**config.mk**
```make
export PLATFORM = sky130hd
export DESIGN_NAME = sig_div
export DESIGN_NICKNAME = d
export VERILOG_FILES = /design/src/rtl/sig_div.sv
export SDC_FILE = /design/constraint.sdc
export NUM_CORES = 1
export LEC_CHECK = 0
export ABC_AREA = 1
export CAP_MARGIN = 20
export CORE_ASPECT_RATIO = 0.5
export CORE_MARGIN = 2
export CORE_UTILIZATION = 30
export CTS_CLUSTER_DIAMETER = 30
export DETAILED_ROUTE_END_ITERATION = 6
export MAX_ROUTING_LAYER = met4
export SYNTH_ARGS = -nofsm -noshare
export SYNTH_HDL_FRONTEND = slang
export SYNTH_SLANG_ARGS = --single-unit
```
**constraint.sdc**
```tcl
create_clock -name iClk -period 2.7 [get_ports iClk]
set_input_delay 0.54 -clock iClk [delete_from_list [all_inputs] [get_ports iClk]]
set_output_delay 0.54 -clock iClk [all_outputs]
set_load 0.02 [all_outputs]
```
**src/rtl/sig_div.sv**
```systemverilog
// sig_div: sequential 8-by-4 signed divider, restoring division on magnitudes, one quotient bit per cycle
//   iClk   : clock, rising edge
//   iRst   : asynchronous active-high reset
//   iStart : request, sampled only while idle
//   iY     : 8-bit signed dividend
//   iX2    : 4-bit signed divisor
//   oQ     : 8-bit signed quotient, held until the next result
//   oR     : 4-bit signed remainder, sign follows the dividend
//   oErr   : last result was a divide-by-zero or -128/-1 overflow
//   oBusy  : operation in progress
//   oDone  : one-cycle result strobe
module sig_div (
    input  logic       iClk,
    input  logic       iRst,
    input  logic       iStart,
    input  logic [7:0] iY,
    input  logic [3:0] iX2,
    output logic [7:0] oQ,
    output logic [3:0] oR,
    output logic       oErr,
    output logic       oBusy,
    output logic       oDone
);
    localparam logic [1:0] IDLE = 2'd0;
    localparam logic [1:0] CALC = 2'd1;
    localparam logic [1:0] FIX  = 2'd2;
    logic [1:0] state;
    logic [2:0] cnt;
    logic [7:0] dq;
    logic [3:0] d, pr;
    logic       sq, sr, e, ov;
    logic [7:0] ymag;
    logic [3:0] xmag;
    logic [4:0] sh, df;
    logic       z, o;
    // dq holds the unsigned dividend magnitude; 8 bits suffice since |-128| = 128.
    // Quotient bits shift into its LSB as dividend bits leave its MSB.
    always_comb begin
        ymag = iY[7] ? -iY : iY;
        xmag = iX2[3] ? -iX2 : iX2;
        z    = iX2 == 4'h0;
        o    = iY == 8'h80 && iX2 == 4'hF;
        sh   = {pr, dq[7]};
        df   = sh - {1'b0, d};
    end
    assign oBusy = state != IDLE;
    always_ff @(posedge iClk or posedge iRst) begin
        if (iRst) begin
            state <= IDLE;
            cnt   <= 3'd0;
            dq    <= 8'h00;
            d     <= 4'h0;
            pr    <= 4'h0;
            sq    <= 1'b0;
            sr    <= 1'b0;
            e     <= 1'b0;
            ov    <= 1'b0;
            oQ    <= 8'h00;
            oR    <= 4'h0;
            oErr  <= 1'b0;
            oDone <= 1'b0;
        end else begin
            oDone <= 1'b0;
            case (state)
                IDLE: if (iStart) begin
                    dq    <= ymag;
                    d     <= xmag;
                    pr    <= 4'h0;
                    cnt   <= 3'd0;
                    sq    <= iY[7] ^ iX2[3];
                    sr    <= iY[7];
                    e     <= z || o;
                    ov    <= o;
                    state <= (z || o) ? FIX : CALC;
                end
                CALC: begin
                    // df[4] set means the trial subtraction went negative: restore
                    pr    <= df[4] ? sh[3:0] : df[3:0];
                    dq    <= {dq[6:0], ~df[4]};
                    cnt   <= cnt + 3'd1;
                    state <= (cnt == 3'd7) ? FIX : CALC;
                end
                FIX: begin
                    oQ    <= e ? (ov ? 8'h80 : 8'h00) : (sq ? -dq : dq);
                    oR    <= e ? 4'h0 : (sr ? -pr : pr);
                    oErr  <= e;
                    oDone <= 1'b1;
                    state <= IDLE;
                end
                default: state <= IDLE;
            endcase
        end
    end
endmodule

```
**Yosys cells after proc, flatten, opt, wreduce, memory -nomap -nowiden**

Cells that the tools add are included.

- Flip-flop bits (word level): 39
- Word-level logic and storage cells: 54
- Bits of input ports: 15
- Output and inout bits: 15

- Bitwise operators: 2
- Eq/ne operators: 6
- $add $sub $neg: 6
- Reduce and logical (&&, ||, !) cells: 8
- Muxes and demuxes: 19

Operator list:

| cell | number |
|---|---|
| $mux W8 | 5 |
| $mux W4 | 5 |
| $neg A8 Y8 | 2 |
| $pmux W8 S2 | 1 |
| $eq A8 B8 Y1 const B | 1 |
| $neg A4 Y4 | 2 |
| $pmux W4 S2 | 1 |
| $mux W2 | 3 |
| $pmux W3 S2 | 1 |
| $sub A5 B4 Y5 | 1 |
| $eq A4 B4 Y1 const B | 1 |
| $logic_not A4 Y1 | 1 |
| $pmux W2 S2 | 1 |
| $reduce_and A2 Y1 | 2 |
| $reduce_bool A2 Y1 | 2 |
| $add A3 B1 Y3 const B | 1 |
| $eq A3 B3 Y1 const B | 1 |
| $mux W3 | 1 |
| $eq A2 B1 Y1 const B | 1 |
| $eq A2 B2 Y1 const B | 1 |
| $logic_not A2 Y1 | 1 |
| $ne A2 B2 Y1 const B | 1 |
| $logic_and A1 B1 Y1 | 1 |
| $logic_or A1 B1 Y1 | 1 |
| 3 further kinds | 3 |

**Longest topological paths before layout**

- Depth after elaboration: 6
- Depth in mapped cells: 11

**Worst setup path before layout**

Ideal clock, no wire load.

- Path kind: register to register
- Start: register dq[7]
- End: register dq[0]
- Slack: 1.015 ns
- Required time: 2.570 ns
- Data arrival time: 1.555 ns
- Stages on the path, launching flop included: 11
- Path buffers: 0
- Setup time: 0.130 ns
- Cells stage by stage: dfrtp_1 > inv_1 > ha_1 > inv_1 > fa_1 > nand3_1 > nand3_1 > nand2_1 > nand2_1 > nand2_1 > o211ai_1

- Longest elaborated chain between the ends: 3

Ends and longest elaborated chain:

| element | RTL line | source |
|---|---|---|
| start, declared | 29 | `logic [7:0] dq;` |
| start signal, assigned | 66 | `dq <= ymag;` |
| start signal, assigned | 79 | `dq <= {dq[6:0], ~df[4]};` |
| $sub A5 B4 Y5 | 44 | `df = sh - {1'b0, d};` |
| $not A1 Y1 | 79 |  |
| $pmux W8 S2 | 64 | `case (state)` |

Every way passes these cells.
A chain may end at the register's enable or synchronous reset.

**Worst setup path in the final report**

- Start: register state[1]
- End: output oBusy

- Longest elaborated chain between the ends: 1

Ends and longest elaborated chain:

| element | RTL line | source |
|---|---|---|
| start, declared | 27 | `logic [1:0] state;` |
| start signal, assigned | 74 | `state <= (z \|\| o) ? FIX : CALC;` |
| start signal, assigned | 81 | `state <= (cnt == 3'd7) ? FIX : CALC;` |
| $reduce_bool A2 Y1 | 46 | `assign oBusy = state != IDLE;` |
| end, declared | 21 | `output logic oBusy,` |

Every way passes these cells.

==> flow_summary.ini <==
[critical_path]
worstPathRequired_ns = 2.16
path_class = flop to output port
arrival_ns = 1.54
r2r_setup_slack_ns = 0.79
timing.rr.end = dq[0]
worstReg2RegStart = dq[7]
crit_end = oBusy
end_kind = output port
reg2regPathDepth = 10
startpoint = state[1]
start_kind = flop
worstPathMaxFanout = 3

[clock_network]
cts_hold_buffers = 0
cts_setup_buffers = 0
max-clock-path-buffers = 2
cts-root-buf = clkbuf_16
clk_latency_ns = 0.28
cts.sinks = 39
clk_pin_slew_worst_paths_ns = 0.06
htree_levels = 2
cts_tree = built
post_cts_resized = 0
cts-buffers-inserted = 5

[drt]
routed_wl_mm = 5.66
drc_errors = 0
wl_per_cell_um = 13.5
vias = 2036
drt_iter0_markers = 154
dr.pass1.iters = 5
vias_per_cell = 4.85
ant_nets = 0

[cells_and_area]
area_growth_pct = 22.8
n_antenna_cell = 0
drive_gt1_share_pct = 7.10
nets = 350

[placed_design]
dpl_worst_slack_ns = 0.727
routabilityCongestion = 0.892
portBuffers = 29
dp_hpwl_mm = 4.40

[global_route]
grt.overflow.total = 0
antenna_found_initial = 0
grt.total_usage_pct = 15.2
grt_pass1_vias = 2032
grt_max_degree = 40
grt_pass1_wl_mm = 9.78

[power]
power_density_mw_per_mm2 = 1200
leakage_nw = 1.39
vdd_drop_max_mv = 0.324

[logic_synthesis]
synth.net_count = 318
syn_area_mm2 = 0.00229
synth-seq-cells = 39
yosysSeqAreaShare_pct = 42.6
synth.avg_cell_area_um2 = 7.87
synth_cell_types = 33
syn_inst = 291
yosys_warnings = 0

[flow_run]
maxCapViolCount = 0

[floorplanning]
core.rowCount = 22
pin_count = 30
dieHeight_um = 65.8
core_mm2 = 0.00738
initial_utilization_pct = 31.1
dieArea_mm2 = 0.00839
dieWidth_um = 128

[timing]
fmax_mhz = 480
hold_ws_ns = 0.484
worst_pin_slew_ns = 0.502
hold_viol = 0
slew_headroom_pct = 66.5
period_minus_slack_ns = 2.08
setup_tns_ns = 0
fin_skew_ns = 0.0101
finalSetupViolCount = 0
rsz0062_at_grt = false
final_max_slew_viol_count = 0
min_period_over_period_pct = 77.1
setup_slack_ns = 0.618

[run_status]
outcome = completed

[worst_hold_path]
hp-class = flop to flop
==> layer usage <==
metal  track usage (%)  share of wire, %  vias to the layer above
met1              20.6                52                      955
met4              4.53              0.78                        0
met2              23.2                43                       51
li1                  -                 -                     1022
met5                 -                 0                        -
met3              3.16               4.0                        8
==> sequential cells by signal, summed over array words and instances, names as in the netlist <==
| name | count |
|---|---|
| state | 2 |
| pr | 4 |
| sr | 1 |
| cnt | 3 |
| oQ | 8 |
| sq | 1 |
| dq | 8 |
| oDone | 1 |
| d | 4 |
| oR | 4 |
| e | 1 |
| ov | 1 |
| oErr | 1 |
==> synth_stat cells <==
cell | count | share of area [%]
a21oi_1 | 12 | 2.6
a22o_1 | 2 | 0.76
a22oi_1 | 2 | 0.66
a22oi_4 | 1 | 0.93
buf_2 | 2 | 0.44
buf_4 | 2 | 0.66
buf_6 | 1 | 0.49
dfrtp_1 | 39 | 43
fa_1 | 1 | 0.87
ha_1 | 11 | 6.0
inv_1 | 34 | 5.6
inv_2 | 5 | 0.82
inv_4 | 1 | 0.27
nand2_1 | 73 | 12
nand2_2 | 1 | 0.27
nand2_4 | 2 | 0.98
nand3_1 | 29 | 6.3
nand4_1 | 3 | 0.82
nor2_1 | 25 | 4.1
nor2_2 | 1 | 0.27
nor2_4 | 1 | 0.49
nor2_8 | 1 | 0.87
nor3_1 | 1 | 0.22
o211ai_1 | 3 | 0.98
o21a_1 | 1 | 0.33
o21ai_0 | 24 | 5.2
o21ai_1 | 2 | 0.44
o21ai_2 | 1 | 0.38
o221ai_1 | 3 | 1.1
or2_0 | 1 | 0.27
or2_1 | 1 | 0.27
xnor2_1 | 2 | 0.76
xor2_1 | 3 | 1.1
==> logic make-up (layout without fill, tap and decap cells) <==
kind of cell	after synthesis	after routing	share of synthesized area, %
XOR/XNOR	5	5	1.91
buffers and inverters	45	78	8.25
AND/OR/NAND/NOR	139	139	26.9
flip-flops	39	39	42.6
adder cells (fa/ha/maj)	12	12	6.88
AO/OA/AOI/OAI	51	51	13.5
==> power breakdown <==
group | switching (W) | internal [W]
logic | 0.00104 | 0.000698
clock network | 0.000231 | 0.000337
registers | 0.000231 | 0.000841
total | 0.00150 | 0.00188
==> worst min-delay path by stage <==
stage,start,to,slack [ns],cells after the start
global placement,oQ[7],oQ[7],0.47,2
finish,oQ[4],oQ[4],0.48,2
floorplan,cnt[0],cnt[0],0.45,1
global route,oR[2],oR[2],0.51,2
detailed placement,oQ[4],oQ[4],0.47,2
CTS,oQ[4],oQ[4],0.49,2
==> cells in the final DEF, fill, tap and decap left out, types with 2 or more instances in the layout <==
cell | netlist | layout
o21ai_1 | 2 | 2
nand2_1 | 73 | 73
a22o_1 | 2 | 2
dfrtp_1 | 39 | 39
xnor2_1 | 2 | 2
nand4_1 | 3 | 3
inv_2 | 5 | 5
nand2_4 | 2 | 2
a22oi_1 | 2 | 2
o21ai_0 | 24 | 24
clkinv_2 | 0 | 3
nor2_1 | 25 | 25
o211ai_1 | 3 | 3
inv_1 | 34 | 34
o221ai_1 | 3 | 3
ha_1 | 11 | 11
nand3_1 | 29 | 29
clkbuf_16 | 0 | 5
a21oi_1 | 12 | 12
xor2_1 | 3 | 3
clkdlybuf4s50_1 | 0 | 29
==> per-stage QoR <==
step,power (W),area (µm²),util (%),instances
finish,0.00338,2810,38.1,420
CTS,0.00339,2810,38.1,420
global placement,0.00274,2670,36.2,412
detailed placement,0.00282,2670,36.2,412
floorplan,0.00229,2290,-,291
global route,0.00370,2810,38.1,420
==> critical path: stages (launching register included) <==
cell and delay (ns):
dfrtp_1 0.48, inv_2 0.08, nand2_1 0.09, clkdlybuf4s50_1 0.61
==> cell type report <==
class | count | area, µm²
fill | 748 | 4560
multi-input combinational | 207 | 1130
sequential | 39 | 976
timing repair buffer | 30 | 298
inverter | 40 | 153
clock buffer | 5 | 125
tap | 96 | 120
clock inverter | 3 | 15.0
(Power assumes the default switching activity.)
